### config.mk
export PLATFORM = sky130hd
export DESIGN_NAME = data_store_buffer
export DESIGN_NICKNAME = d
export VERILOG_FILES = /design/src/rtl/data_store_buffer.sv
export SDC_FILE = /design/constraint.sdc
export NUM_CORES = 1
export LEC_CHECK = 0
export ABC_CLOCK_PERIOD_IN_PS = 7390
export CORE_UTILIZATION = 49
export CTS_CLUSTER_DIAMETER = 100
export DETAILED_ROUTE_END_ITERATION = 10
export DONT_BUFFER_PORTS = 1
export SLEW_MARGIN = 40
export SYNTH_ARGS = -nofsm -noshare
export SYNTH_HDL_FRONTEND = slang
export SYNTH_SLANG_ARGS = --single-unit
### constraint.sdc
create_clock -name clk -period 7.39 [get_ports clk]
set_clock_uncertainty 0.15 [all_clocks]
set_input_delay 1.478 -clock clk [delete_from_list [all_inputs] [get_ports clk]]
set_output_delay 1.478 -clock clk [all_outputs]
set_load 0.01 [all_outputs]
### src/rtl/data_store_buffer.sv
// -----------------------------------------------------------------------------
// data_store_buffer
//
// Posted-write store buffer sitting between the core's memory stage and the
// data memory. Stores are queued in a small FIFO and written to memory in any
// cycle where no load needs the memory port. Loads see the youngest buffered
// store to the same word, or fall through to memory if there is none.
//
// Ports
//   clk        : clock, all state updates on the rising edge
//   reset      : synchronous, active-high; discards pending stores
//   core_we    : store request from the memory stage
//   core_re    : load request from the memory stage
//   core_addr  : word-aligned byte address
//   core_wdata : store data
//   core_rdata : load data back to the core (combinational)
//   stall      : core must hold its memory stage this cycle
//   sb_empty   : no stores pending
//   mem_we     : write strobe to data memory
//   mem_addr   : data memory address
//   mem_wdata  : data memory write data
//   mem_rdata  : data memory combinational read data
//   mem_ready  : memory accepts a write this cycle
// -----------------------------------------------------------------------------
module data_store_buffer #(
    parameter int DATA_WIDTH = 32,
    parameter int DEPTH      = 4
) (
    input  logic                  clk,
    input  logic                  reset,
    input  logic                  core_we,
    input  logic                  core_re,
    input  logic [DATA_WIDTH-1:0] core_addr,
    input  logic [DATA_WIDTH-1:0] core_wdata,
    output logic [DATA_WIDTH-1:0] core_rdata,
    output logic                  stall,
    output logic                  sb_empty,
    output logic                  mem_we,
    output logic [DATA_WIDTH-1:0] mem_addr,
    output logic [DATA_WIDTH-1:0] mem_wdata,
    input  logic [DATA_WIDTH-1:0] mem_rdata,
    input  logic                  mem_ready
);

    localparam int PTR_W = (DEPTH > 1) ? $clog2(DEPTH) : 1;
    localparam int CNT_W = PTR_W + 1;

    // Entry storage. Every entry is compared against the load address each
    // cycle, so these must be flops rather than a RAM.
    logic [DATA_WIDTH-1:0] addr_q [DEPTH];
    logic [DATA_WIDTH-1:0] data_q [DEPTH];

    logic [PTR_W-1:0] head_q,  head_d;
    logic [PTR_W-1:0] tail_q,  tail_d;
    logic [CNT_W-1:0] count_q, count_d;

    logic             full;
    logic             pop;
    logic             push;
    logic [DEPTH-1:0] entry_valid;
    logic [DEPTH-1:0] entry_match;

    // Per-entry validity and word-address match. An entry is live when its
    // distance from head (mod DEPTH) is below the occupancy count.
    genvar gi;
    generate
        for (gi = 0; gi < DEPTH; gi++) begin : g_entry
            logic [PTR_W-1:0] age;
            assign age              = PTR_W'(gi) - head_q;
            assign entry_valid[gi]  = ({1'b0, age} < count_q);
            assign entry_match[gi]  = entry_valid[gi] &&
                                      (addr_q[gi][DATA_WIDTH-1:2] == core_addr[DATA_WIDTH-1:2]);
        end
    endgenerate

    // Port arbitration, handshake and pointer arithmetic.
    always_comb begin
        full      = (count_q == CNT_W'(DEPTH));
        sb_empty  = (count_q == '0);
        mem_we    = ~core_re & (count_q != '0);
        mem_addr  = core_re ? core_addr : addr_q[head_q];
        mem_wdata = data_q[head_q];
        pop       = mem_we & mem_ready;
        // A full buffer can still accept a store when the head drains in the
        // same cycle, so only stall if nothing leaves.
        stall     = core_we & full & ~pop;
        push      = core_we & ~stall;

        head_d    = pop  ? head_q + PTR_W'(1) : head_q;
        tail_d    = push ? tail_q + PTR_W'(1) : tail_q;
        count_d   = count_q + CNT_W'(push) - CNT_W'(pop);
    end

    // Load forwarding: walk from oldest to youngest so the last hit taken is
    // the youngest matching store.
    always_comb begin
        logic [PTR_W-1:0] idx;
        idx        = '0;
        core_rdata = mem_rdata;
        for (int k = 0; k < DEPTH; k++) begin
            idx = head_q + PTR_W'(k);
            if (entry_match[idx]) begin
                core_rdata = data_q[idx];
            end
        end
    end

    always_ff @(posedge clk) begin
        if (reset) begin
            head_q  <= '0;
            tail_q  <= '0;
            count_q <= '0;
        end else begin
            head_q  <= head_d;
            tail_q  <= tail_d;
            count_q <= count_d;
        end
    end

    // Payload needs no reset: entries are only observed while counted valid.
    always_ff @(posedge clk) begin
        if (push && !reset) begin
            addr_q[tail_q] <= core_addr;
            data_q[tail_q] <= core_wdata;
        end
    end

endmodule

[Word-level counts from Yosys, hierarchy flattened]
Memories as Yosys holds them, arrays and structs flattened. A register that Yosys moved wholly into a read port is not among the register bits.
Cells that the tools add are included.
Storage, ports and cells
  memories kept: 2
  logic and storage cells: 63
  bits in writable memories: 256
  output and inout bits: 99
  bits in registers: 7
  bits of input ports: 101
Operators by class
  multiplexer cells: 19
  add/subtract/negate cells: 10
  $lt $le $gt $ge: 8
  reduce and logical (&&, ||, !) cells: 8
  bitwise operators: 8
  equal/unequal tests: 5
Memory list
  addr_q: depth 4, width 32, rd ports 5, clocked after memory_dff 1, write ports 1, RTL line 50  | logic [DATA_WIDTH-1:0] addr_q [DEPTH];
  data_q: depth 4, width 32, rd ports 4, clocked after memory_dff 1, write ports 1, RTL line 51  | logic [DATA_WIDTH-1:0] data_q [DEPTH];
Operator list (number)
  $mux 32: 5
  $eq 30x30->1: 4
  $lt 2x3->1: 4
  $lt 2x3->1 const B: 4
  $bmux 1 s2: 4
  $mux 2: 4
  $mux 1: 6
  $and 1x1->1: 5
  $logic_and 1x1->1: 5
  $add 2x1->2 const B: 2
  $add 2x2->2 const B: 2
  $sub 1x2->2 const A: 2
  $sub 2x2->2 const A: 2
  $add 3x1->3: 1
  $eq 3x3->1 const B: 1
  $logic_not 3->1: 1
  $not 1->1: 3
  $reduce_bool 3->1: 1
  $sub 3x1->3: 1
  $logic_not 1->1: 1

[Longest topological paths before layout]
Gate-level depths: netlist of the first run.
  depth in word-level cells: 10
  mapped depth: 14
  gate-level depth less buffers: 13

[Worst setup path before layout of the first run]
No wires, ideal clock.
  path kind: reg-to-output
  start point: register head_q[1]
  end point: output core_rdata[10]
  data required time: 5762 ps
  arrival: 3762 ps
  setup slack: 2000 ps
  cell stages (with the launch flop): 15
  buffers on the path: 4
  cell sequence: dfxtp_1 > clkbuf_1 > buf_1 > clkbuf_1 > xnor2_1 > inv_1 > ha_1 > a2111o_1 > a31o_1 > nor3_4 > mux4_2 > buf_6 > mux2_2 > o221ai_2 > a21oi_2
On the way
  word-level cells in the longest chain between the ends: 9
  elaborated cells on any way between the ends: 28
  those cells by class: add/sub (7); order compare (4); mux (12); reduce/logical (4); memory (1)
Ends and longest elaborated chain
  start, declared: RTL line 53  | logic [PTR_W-1:0] head_q, head_d;
  start signal, assigned: RTL line 110  | head_q <= '0;
  start signal, assigned: RTL line 114  | head_q <= head_d;
  $sub 1x2->2 or $sub 2x2->2 (tied branches): RTL line 69  | assign age = PTR_W'(gi) - head_q;
  $lt 2x3->1: RTL line 70  | assign entry_valid[gi] = ({1'b0, age} < count_q);
  $logic_and 1x1->1: RTL line 71  | assign entry_match[gi] = entry_valid[gi] &&
  $bmux 1 s2: RTL line 102  | if (entry_match[idx]) begin
  $mux 1 (not written as such): RTL line 102
  $mux 32 (3 in a row): RTL line 102
  $mux 32 (*): RTL line 102
  end, declared: RTL line 35  | output logic [DATA_WIDTH-1:0] core_rdata,
Every way passes the cells marked *; elsewhere a longest branch is shown, timed or not. The select of a mux whose other input is x is not followed.

[Final worst setup path of the first run]
  start point: input core_addr[11]
  end point: output core_rdata[12]
On the way
  word-level cells in the longest chain between the ends: 8
  elaborated cells on any way between the ends: 20
  those cells by class: eq/ne (4); mux (12); reduce/logical (4)
Ends and longest elaborated chain
  start, declared: RTL line 33  | input logic [DATA_WIDTH-1:0] core_addr,
  $eq 30x30->1: RTL line 72  | (addr_q[gi][DATA_WIDTH-1:2] == core_addr[DATA_WIDTH-1:2]);
  $logic_and 1x1->1: RTL line 71
  $bmux 1 s2: RTL line 102
  $mux 1 (not written as such): RTL line 102
  $mux 32 (3 in a row): RTL line 102
  $mux 32 (*): RTL line 102
Marks and branches as above.

==> results of run 1 <==
## where the power goes
part | internal [W] | switching, W | total [W]
combinational | 0.000406 | 0.000447 | 0.000853
sequential | 0.00173 | 0.0000765 | 0.00181
clock | 0.000813 | 0.000565 | 0.00138
total | 0.00295 | 0.00109 | 0.00404
## routing by layer
layer | global-route usage [%] | share of wire [%]
met5 | 0 | 0
met4 | 5.544 | 1.9
met1 | 28.26 | 39
met3 | 4.750 | 6.1
met2 | 43.42 | 53
## worst paths after layout
kind	to	start	slack, ps	cells past startpoint
max	core_rdata[12]	core_addr[11]	1290	9
min	tail_q[1]	tail_q[1]	420	2
max reg2reg	count_q[2]	count_q[0]	3770	13
min reg2reg	tail_q[1]	tail_q[1]	420	2
## final cells by class
cell class,count,share of cell area (%)
Tap cell,396,2.977
Sequential cell,265,47.36
Timing Repair Buffer,21,1.759
Clock inverter,18,0.9548
Clock buffer,32,4.428
Inverter,9,0.2030
Multi-Input combinational cell,614,42.31
## placed cells by master (no fill, tap or decap), types with 7 or more instances in the layout
| cell type | n |
|---|---|
| sky130_fd_sc_hd__buf_12 | 10 |
| sky130_fd_sc_hd__xnor2_1 | 10 |
| sky130_fd_sc_hd__xor2_1 | 116 |
| sky130_fd_sc_hd__clkbuf_16 | 29 |
| sky130_fd_sc_hd__nand2_1 | 35 |
| sky130_fd_sc_hd__nor2_1 | 10 |
| sky130_fd_sc_hd__mux2_2 | 126 |
| sky130_fd_sc_hd__inv_1 | 8 |
| sky130_fd_sc_hd__edfxtp_1 | 256 |
| sky130_fd_sc_hd__mux4_2 | 97 |
| sky130_fd_sc_hd__a21oi_2 | 30 |
| sky130_fd_sc_hd__buf_4 | 9 |
| sky130_fd_sc_hd__nor4_1 | 24 |
| sky130_fd_sc_hd__nand4_1 | 7 |
| sky130_fd_sc_hd__mux2i_1 | 65 |
| sky130_fd_sc_hd__o221ai_2 | 30 |
| sky130_fd_sc_hd__ha_1 | 10 |
| sky130_fd_sc_hd__clkinv_1 | 8 |
## through the flow
| step | instances | power (W) | worst slack, ps | utilization, % |
|---|---|---|---|---|
| after floorplan | 976 | 0.002521 | 2000 | - |
| after global placement | 1295 | 0.002671 | 1329 | 50.67 |
| after detailed placement | 1304 | 0.002697 | 1238 | 51.27 |
| after CTS | 1354 | 0.004077 | 1199 | 54.19 |
| after global routing | 1355 | 0.004196 | 1065 | 54.26 |
| final | 1355 | 0.004037 | 1291 | 54.26 |
## state kept, by name (all words and copies together) (netlist names), named ones only
name,flops
addr_q,128
count_q,3
data_q,128
head_q,2
tail_q,2
## cells by family (layout without fill, tap and decap cells)
kind of cell | Yosys count | after routing | synth area share (%)
AOI/OAI and AO/OA | 80 | 80 | 5.610
xor gates and xnor gates | 126 | 126 | 7.202
adders and majority gates | 11 | 11 | 0.9472
buffers and inverters | 97 | 80 | 3.037
DFF | 265 | 265 | 51.34
muxes | 291 | 291 | 28.06
and+or+nand+nor | 106 | 106 | 3.805
## worst register-to-register path: cells and delay by family (launching register included)
kind	cells	cell delay [ps]
XOR/XNOR	2	320
adder cells (fa/ha/maj)	3	790
buffers and inverters	2	100
flip-flops	1	360
AND/OR/NAND/NOR	6	1790
==> metrics.md, run 1 <==
| Metric | Value |
|---|---|
| Run status | `complete, no violations` |
| Final worst path period share | `82.53%` |
| Standard-cell row count | `64` |
| Fraction of final layout cells with drive strength greater than 1 | `37.64%` |
| Critical Path Start Type | `input pin` |
| Hold-fix buffers at CTS | `0` |
| Clock insertion delay at the later pin of the skew report | `540 ps` |
| Area growth syn-to-layout | `8.606%` |
| Number of antenna-violating nets in the routed design | `0` |
| Die span in x | `178.8 um` |
| Register area | `7883 um2` |
| Stage delay of the slowest cell on the critical path | `690 ps` |
| Most instantiated cells after synthesis | `sky130_fd_sc_hd__edfxtp_1 (256), sky130_fd_sc_hd__mux2_2 (126), sky130_fd_sc_hd__xor2_1 (116)` |
| Post-synth net total | `1,088` |
| RSZ-0062 raised after global routing | `false` |
| Post-CTS setup buffer count | `0` |
| HPWL reported at the end of detailed placement | `25,430 um` |
| Cell with the largest stage delay on the worst path | `sky130_fd_sc_hd__mux4_2` |
| Number of DRC violations after detailed routing | `0` |
| Gp weighted congestion | `0.7842` |
| Global-route wire length before repair | `55,830 um` |
| Filler cell count in the final layout | `2,455` |
| Most common flop cell mapped by yosys | `sky130_fd_sc_hd__edfxtp_1` |
| H-tree depth | `1` |
| Detailed-route wire length per cell | `28.03 um` |
| Data required time of the critical path | `5760 ps` |
| Number of max-capacitance violations reported | `0` |
| Detailed-route via count | `8,608` |
| Count of input and output buffers | `0` |
| Final hold slack | `418.3 ps` |
| Die area | `31,980 um2` |
| Min-Delay Path Class | `reg2reg` |
| Number of buffers on the longest clock path | `3` |
| Count of state elements after synthesis | `265` |
| Clock slew at reported path FFs | `60 ps` |
| Multi-input logic area | `7042 um2` |
| Placeable core area | `30,670 um2` |
| Total wirelength of the detailed-routed design | `37,980 um` |
| Biggest fanout along the worst timing path | `16` |
| Category of the worst setup path capture point | `output pin` |
| Number of buffers added by the clock tree synthesis step | `29` |
| Top-level port count | `200` |
| Clock period minus worst slack | `6099 ps` |
| Net count of the finished layout | `1,052` |
| Signal arrival time at the worst endpoint | `4470 ps` |
| Largest net degree at the start of global routing | `76` |
| Diodes inserted | `0` |
| Rel. slew slack | `47.60%` |
| Synth Area per Inst | `15.70 um2` |
| Number of enable flip-flop cells after synthesis | `256` |
| Share of the yosys chip area belonging to registers | `51.34%` |
| Share of synthesized registers carrying an async set or reset | `0%` |
| Maximum clock frequency | `164.0 MHz` |
| Clk Tree Root Cell | `sky130_fd_sc_hd__clkbuf_16` |
| Initial antenna violation count | `0` |
| Cell Area, Synth | `15,320 um2` |
| Total power divided by cell area | `242.6 nW/um2` |
| Worst-Margin Slew | `786.1 ps` |
| Starting DRT DRC Count | `536` |
| Via count of the first global-routing pass | `9,111` |
| Synthesized netlist cell count | `976` |
| Top Family by Delay on Critical Path | `simple AND/OR/NAND/NOR gates` |
| Number of gates resized after CTS | `0` |
| Max-slew violation count | `0` |
| Count of clock tree sinks | `265` |
| Number of unique standard cell types used by synthesis | `45` |
| Final cell area excluding filler cells | `16,640 um2` |
| Hold Fails Final Rpt | `0` |
| Number of buffer and inverter instances along the worst setup path | `1` |
| Detailed Routing Iterations Pass 1 | `4` |
| Total Negative Setup Slacks | `0 ps` |
| Worst VDD drop | `0.1830 mV` |
| CTS tree | `done` |
| Largest area contributor in the netlist | `sky130_fd_sc_hd__edfxtp_1` |
| Final number of setup-violating endpoints | `0` |
| Initial core utilization | `49.96%` |
| GR Overflow Total | `0` |
| Top cell type's share of synthesized area | `50.17%` |
| Startpoint-to-endpoint class of the critical path | `in2out` |
| Vias per inst | `6.353` |
| Leakage power | `5.278 nW` |
| Y dimension of the die | `178.8 um` |
| Ranking of synthesized cells by area | `sky130_fd_sc_hd__edfxtp_1 (50%), sky130_fd_sc_hd__mux4_2 (14%), sky130_fd_sc_hd__mux2_2 (9.3%)` |
| Tot GR Track Use | `23.65%` |
| Cell with the most instances after synthesis | `sky130_fd_sc_hd__edfxtp_1` |
| Post-DP Area | `15,720 um2` |
| Cell-by-cell trace of the critical path | `xor2_1 -> nor4_1 -> nand4_1 -> nor3_2 -> mux4_2 -> buf_4 -> mux2_2 -> o221ai_2 -> a21oi_2` |
| Synthesis warning total | `0` |
Note: power is estimated with default switching activity, not from simulation.
==> run 2: changes to the inputs <==
- ABC_CLOCK_PERIOD_IN_PS: 7390 -> 5800
- clock period: 7.39 -> 5.8 ns (I/O delays scaled with it)
==> run 2 against run 1 <==
Against the previous run: sequential share of layout area down 0.078 points; sequential power up 28%; first-iteration DRC count down 10%; critical path depth up 2; critical endpoint is now core_rdata[0]; largest power group unchanged; highest routed layer unchanged.
==> metrics.md, run 2 (synthesis results as in run 1) <==
| Metric | Value |
|---|---|
| Cell-by-cell trace of the critical path | `xnor2_1 -> inv_1 -> ha_1 -> a2111o_1 -> a31o_1 -> nor3_4 -> mux4_2 -> buf_12 -> mux2_1 -> o221ai_1 -> a21oi_1` |
| Detailed-route wire length per cell | `27.84 um (-0.66%)` |
| Min-Delay Path Class | `reg2reg` |
| Post-CTS setup buffer count | `0 (unchanged)` |
| Maximum clock frequency | `187.2 MHz` |
| Stage delay of the slowest cell on the critical path | `630 ps (-60 ps)` |
| Endpoint of the most critical register-to-register path | `count_q[2]` |
| Total Power | `0.005066 W (+25%)` |
| Hold-fix buffers at CTS | `0 (unchanged)` |
| Global-route wire length before repair | `56,640 um (+1.4%)` |
| Max-slew violation count | `0 (unchanged)` |
| Worst R2R Start | `count_q[0]` |
| H-tree depth | `1 (unchanged)` |
| RSZ-0062 raised after global routing | `false` |
| Startpoint-to-endpoint class of the critical path | `reg2out` |
| Worst min-delay path startpoint | `tail_q[1]` |
| Number of buffer and inverter instances along the worst setup path | `2 (+1)` |
| Initial antenna violation count | `0 (unchanged)` |
| Placeable core area | `30,670 um2 (unchanged)` |
| Number of antenna-violating nets in the routed design | `0 (unchanged)` |
| Signal arrival time at the worst endpoint | `4030 ps (-440 ps)` |
| Y dimension of the die | `178.8 um (unchanged)` |
| Data required time of the critical path | `4490 ps (-1270 ps)` |
| Number of DRC violations after detailed routing | `0 (unchanged)` |
| Number of buffers on the longest clock path | `3 (unchanged)` |
| Hold path depth | `2 (unchanged)` |
| Filler cell count in the final layout | `2,503 (+2.0%)` |
| Vias per inst | `6.401 (+0.76%)` |
| Count of clock tree sinks | `265 (unchanged)` |
| Via count of the first global-routing pass | `9,242 (+1.4%)` |
| Worst R2R Setup Slack | `2080 ps (-1690 ps)` |
| Rel. slew slack | `45.89% (-1.7 points)` |
| GR Overflow Total | `0 (unchanged)` |
| Clock period minus worst slack | `5341 ps` |
| Number of gates resized after CTS | `0 (unchanged)` |
| CTS tree | `done` |
| Fraction of the core area covered by cells at the end of the flow | `54.35% (+0.090 points)` |
| Total wirelength of the detailed-routed design | `37,890 um (-0.22%)` |
| Worst VDD drop | `0.2345 mV (+28%)` |
| Detailed Routing Iterations Pass 1 | `5 (+1)` |
| Number of buffers added by the clock tree synthesis step | `28 (-3.4%)` |
| Multi-input logic area | `7041 um2 (about the same)` |
| Top Family by Delay on Critical Path | `compound AO/OA/AOI/OAI gates` |
| Starting DRT DRC Count | `481 (-10%)` |
| Clk Tree Root Cell | `sky130_fd_sc_hd__clkbuf_16` |
| Total Negative Setup Slacks | `0 ps (unchanged)` |
| End of the worst hold path | `tail_q[1]` |
| Die span in x | `178.8 um (unchanged)` |
| Standard-cell row count | `64 (unchanged)` |
| Detailed-route via count | `8,712 (+1.2%)` |
| Fraction of final layout cells with drive strength greater than 1 | `37.55% (-0.092 points)` |
| Total power divided by cell area | `303.9 nW/um2 (+25%)` |
| Cell with the largest stage delay on the worst path | `sky130_fd_sc_hd__dfxtp_4` |
| Net count of the finished layout | `1,055 (+0.29%)` |
| Area growth syn-to-layout | `8.786%` |
| Biggest fanout along the worst timing path | `28 (+12)` |
| Final number of setup-violating endpoints | `0 (unchanged)` |
| Leading cell type in the layout, fill and taps excluded | `sky130_fd_sc_hd__edfxtp_1` |
| Clock slew at reported path FFs | `60 ps (about the same)` |
| Run status | `complete, no violations` |
| Tot GR Track Use | `23.84% (+0.19 points)` |
| HPWL reported at the end of detailed placement | `25,850 um (+1.6%)` |
| Initial core utilization | `49.96% (unchanged)` |
| Die area | `31,980 um2 (unchanged)` |
| Gp weighted congestion | `0.8015 (+2.2%)` |
| Number of max-capacitance violations reported | `0 (unchanged)` |
| Clock insertion delay at the later pin of the skew report | `540 ps (about the same)` |
| Category of the worst setup path capture point | `output pin` |
| Top-level port count | `200 (unchanged)` |
| Final worst path period share | `92.08%` |
| Register area | `7883 um2 (unchanged)` |
| Critical Path Start Type | `flip-flop` |
| Largest net degree at the start of global routing | `65 (-14%)` |
| Depth of the worst register-to-register path | `13 (unchanged)` |
| Hold Fails Final Rpt | `0 (unchanged)` |
| Worst-Margin Slew | `811.6 ps (+25.52 ps)` |
| Leakage power | `5.281 nW (about the same)` |
| Count of input and output buffers | `0 (unchanged)` |
| Largest registers | `addr_q (128), data_q (128), count_q (3)` |
| Commonest non-fill, non-tap cells in the layout | `sky130_fd_sc_hd__edfxtp_1 (256), sky130_fd_sc_hd__mux2_2 (126), sky130_fd_sc_hd__xor2_1 (116)` |
-- run 2: changes by cell type in the layout (fill, tap and decap cells not counted), sizes merged --
cell,change
buf,+5
bufinv,-2
clkbuf,+3
clkinv,-1
clkinvlp,+1
diode,+1
inv,-1
-- run 2: power breakdown --
group          internal [W]  switching, W  leakage, nW
sequential          0.00220      0.000108         2.40
clock              0.000952      0.000721        0.412
combinational      0.000521      0.000561         2.47
-- run 2: cell type report --
class                      instances  area share, %
sequential                       265          47.29
clock inverter                    15         0.5554
timing repair buffer              25          2.222
inverter                           9         0.2027
multi-input combinational        614          42.24
tap                              396          2.972
clock buffer                      36          4.511
antenna                            1        0.01501
-- run 2: per-layer routing --
metal	part of all wire (%)	up-vias	track usage (%)
li1	-	3811	-
met1	39	4568	29.11
met2	52	278	42.29
met3	6.7	55	5.089
met4	2.1	0	6.780
met5	0	-	0
-- run 2: worst max-delay path by stage --
stage / startpoint / end / slack, ps / cells past startpoint
floorplan: head_q[1] / core_rdata[10] / 730 / 14
global placement: core_addr[7] / core_rdata[0] / 600 / 9
detailed placement: core_addr[7] / core_rdata[2] / 480 / 9
CTS: head_q[0] / core_rdata[0] / 400 / 11
global route: head_q[0] / core_rdata[0] / 180 / 11
finish: head_q[0] / core_rdata[0] / 460 / 11
-- run 2: per-stage QoR --
stage | hold WS [ps] | cells | area (um2) | worst slack [ps]
finish | 432.6 | 1361 | 16670 | 459.3
global route | 481.3 | 1360 | 16670 | 175.6
CTS | 440.7 | 1360 | 16660 | 404.3
detailed placement | 431.1 | 1309 | 15820 | 484.3
global placement | 377.6 | 1299 | 15610 | 595.1
floorplan | 367.5 | 976 | 15320 | 728.3
-- run 2: worst reg2reg max path, cell delays in order (launching register included) --
cell                       delay [ps]
sky130_fd_sc_hd__dfxtp_1          360
sky130_fd_sc_hd__nor3_1           500
sky130_fd_sc_hd__nor2_1           180
sky130_fd_sc_hd__and2_1           280
sky130_fd_sc_hd__nor4_2           510
sky130_fd_sc_hd__nand2b_1         310
sky130_fd_sc_hd__ha_1             270
sky130_fd_sc_hd__inv_1             60
sky130_fd_sc_hd__ha_1             130
sky130_fd_sc_hd__inv_1             50
sky130_fd_sc_hd__fa_1             400
sky130_fd_sc_hd__xnor2_1          200
sky130_fd_sc_hd__xnor2_1          150
sky130_fd_sc_hd__nor2_1            60
==> run 3: changes to the inputs <==
- RECOVER_POWER: not set -> 25
- SLEW_MARGIN: 40 -> 10
==> run 3 against run 2 <==
Against the previous run: sequential power is essentially flat; sequential cell count is the same; power grew 3.5%; clock power grew 12%; critical path type is now in2out; highest routed layer unchanged.
==> metrics.md, run 3 (synthesis results as in run 1) <==
| Metric | Value |
|---|---|
| Die area | `31,980 um2 (unchanged)` |
| Total wirelength of the detailed-routed design | `37,520 um (-0.98%)` |
| Startpoint-to-endpoint class of the critical path | `in2out` |
| Number of DRC violations after detailed routing | `0 (unchanged)` |
| Number of buffers on the longest clock path | `3 (unchanged)` |
| Area growth syn-to-layout | `8.125%` |
| Total Power | `0.005244 W (+3.5%)` |
| Final worst path period share | `91.36% (-0.72 points)` |
| Biggest fanout along the worst timing path | `10 (-64%)` |
| Stage delay of the slowest cell on the critical path | `680 ps (+50 ps)` |
| Leading cell type in the layout, fill and taps excluded | `sky130_fd_sc_hd__edfxtp_1` |
| Y dimension of the die | `178.8 um (unchanged)` |
| Total Negative Setup Slacks | `0 ps (unchanged)` |
| Count of input and output buffers | `0 (unchanged)` |
| HPWL reported at the end of detailed placement | `24,210 um (-6.3%)` |
| Count of clock tree sinks | `265 (unchanged)` |
| Fraction of final layout cells with drive strength greater than 1 | `36.92% (-0.63 points)` |
| Global-route wire length before repair | `55,750 um (-1.6%)` |
| Data required time of the critical path | `4490 ps (about the same)` |
| Standard-cell row count | `64 (unchanged)` |
| Number of antenna-violating nets in the routed design | `0 (unchanged)` |
| Maximum clock frequency | `188.7 MHz (+0.78%)` |
| Tot GR Track Use | `23.57% (-0.27 points)` |
| Cell with the largest stage delay on the worst path | `sky130_fd_sc_hd__o31ai_4` |
| Clock insertion delay at the later pin of the skew report | `540 ps (about the same)` |
| Detailed-route wire length per cell | `27.73 um (-0.39%)` |
| Largest registers | `addr_q (128), data_q (128), count_q (3)` |
| Max-slew violation count | `0 (unchanged)` |
| Via count of the first global-routing pass | `9,226 (-0.17%)` |
| Part of the power in registers | `44.2% (-1.4 points)` |
| Worst R2R Setup Slack | `1910 ps (-170 ps)` |
| Number of buffers added by the clock tree synthesis step | `29 (+3.6%)` |
| Net count of the finished layout | `1,046 (-0.85%)` |
| Category of the worst setup path capture point | `output pin` |
| Clock slew at reported path FFs | `60 ps (about the same)` |
| Hold Fails Final Rpt | `0 (unchanged)` |
| Min-Delay Path Class | `reg2reg` |
| Initial core utilization | `49.96% (unchanged)` |
| Number of gates resized after CTS | `0 (unchanged)` |
| Critical Path Start Type | `input pin` |
| Hold-fix buffers at CTS | `0 (unchanged)` |
| Post-CTS setup buffer count | `0 (unchanged)` |
| Number of max-capacitance violations reported | `0 (unchanged)` |
| Share of total power consumed by net switching | `26.59% (-0.86 points)` |
| RSZ-0062 raised after global routing | `false` |
| Total power divided by cell area | `316.5 nW/um2 (+4.2%)` |
| Initial antenna violation count | `0 (unchanged)` |
| Vias per inst | `6.376 (-0.39%)` |
| Depth of the worst register-to-register path | `13 (unchanged)` |
| Die span in x | `178.8 um (unchanged)` |
| Post-placement cell count | `1,299 (-0.76%)` |
| Hold path depth | `2 (unchanged)` |
| Non-filler cells in the finished layout | `1,353 (-0.59%)` |
| Number of buffer and inverter instances along the worst setup path | `1 (-1)` |
| Worst path depth | `9 (-2)` |
| Fraction of the core area covered by cells at the end of the flow | `54.02% (-0.33 points)` |
| H-tree depth | `1 (unchanged)` |
| Clock period minus worst slack | `5299 ps (-41.56 ps)` |
| Switching power total | `0.001394 W (+0.29%)` |
| Rel. slew slack | `24.96% (-21 points)` |
| GR Overflow Total | `0 (unchanged)` |
| Detailed-route via count | `8,627 (-0.98%)` |
| Leakage power | `5.245 nW (-0.69%)` |
| Starting DRT DRC Count | `586 (+22%)` |
| Share of power burned in the clock network | `35.7% (+2.7 points)` |
| Largest net degree at the start of global routing | `65 (unchanged)` |
| Clk Tree Root Cell | `sky130_fd_sc_hd__clkbuf_16` |
| Final number of setup-violating endpoints | `0 (unchanged)` |
| Worst VDD drop | `0.2372 mV (+1.1%)` |
| Detailed Routing Iterations Pass 1 | `5 (unchanged)` |
| Gp weighted congestion | `0.8015 (unchanged)` |
| Commonest non-fill, non-tap cells in the layout | `sky130_fd_sc_hd__edfxtp_1 (256), sky130_fd_sc_hd__mux2_2 (126), sky130_fd_sc_hd__xor2_1 (116)` |
| Top-level port count | `200 (unchanged)` |
| Cell-by-cell trace of the critical path | `xor2_1 -> nor4_1 -> nand4_1 -> nor3_2 -> nor3b_1 -> a21oi_1 -> o31ai_4 -> buf_4 -> a21oi_2` |
| Int Power | `0.003850 W (+4.8%)` |
| Power share of the combinational group | `20.0% (-1.4 points)` |
| Run status | `complete, no violations` |
| CTS tree | `done` |
| Top Family by Delay on Critical Path | `simple AND/OR/NAND/NOR gates` |
| Signal arrival time at the worst endpoint | `3990 ps (-40 ps)` |
| Placeable core area | `30,670 um2 (unchanged)` |
| Worst-Margin Slew | `1126 ps (+314.0 ps)` |
==> run 3: changes by cell type in the layout (fill, tap and decap cells not counted), sizes merged <==
cell / before / now
clkbuf: 36 / 38
clkinv: 13 / 8
bufinv: 1 / 5
inv: 9 / 10
buf: 25 / 15
==> run 3: power groups by stage <==
| stage | clock (W) | combinational, W | sequential (W) |
|---|---|---|---|
| floorplan | 0 | 0.000929 | 0.00228 |
| global placement | 0 | 0.00105 | 0.00236 |
| detailed placement | 0 | 0.00106 | 0.00236 |
| CTS | 0.00191 | 0.00107 | 0.00232 |
| global route | 0.00199 | 0.00113 | 0.00234 |
| finish | 0.00187 | 0.00105 | 0.00232 |
==> run 3: worst reg2reg max path, delay by kind of cell, from the launching register on <==
kind / cells / cell delay, ps
AND/OR/NAND/NOR: 6 / 2060
adder cells (fa/ha/maj): 3 / 800
buffers and inverters: 2 / 110
flip-flops: 1 / 350
XOR/XNOR: 2 / 320
==> run 3: layer usage <==
| metal | track usage [%] | vias up | share of wire [%] |
|---|---|---|---|
| li1 | - | 3793 | - |
| met1 | 28.96 | 4491 | 39 |
| met2 | 41.39 | 277 | 51 |
| met3 | 4.877 | 66 | 6.5 |
| met4 | 7.415 | 0 | 2.7 |
| met5 | 0 | - | 0 |
==> run 3: path summary, 6_finish.rpt <==
path / to / start
max: core_rdata[4] / core_addr[7]
max reg2reg: count_q[2] / count_q[0]
min reg2reg: tail_q[1] / tail_q[1]
min: tail_q[1] / tail_q[1]
==> run 3: cell type report <==
cell class                      count  area (um2)
Fill cell                        2493       14100
Sequential cell                   265        7883
Multi-Input combinational cell    614        7033
Clock buffer                       38       759.5
Tap cell                          396       495.5
Clock inverter                     15       198.9
Timing Repair Buffer               15       162.7
Inverter                            9       33.78
Antenna cell                        1       2.502
==> run 3: through the flow <==
stage / cell area, um2 / worst slack, ps / hold WS, ps
2_1_floorplan: 15320 / 728.3 / 367.5
3_3_place_gp: 15610 / 595.1 / 377.6
3_5_place_dp: 15610 / 474.0 / 424.7
4_1_cts: 16570 / 431.8 / 436.1
5_1_grt: 16570 / 233.4 / 491.5
6_report: 16570 / 500.9 / 433.5
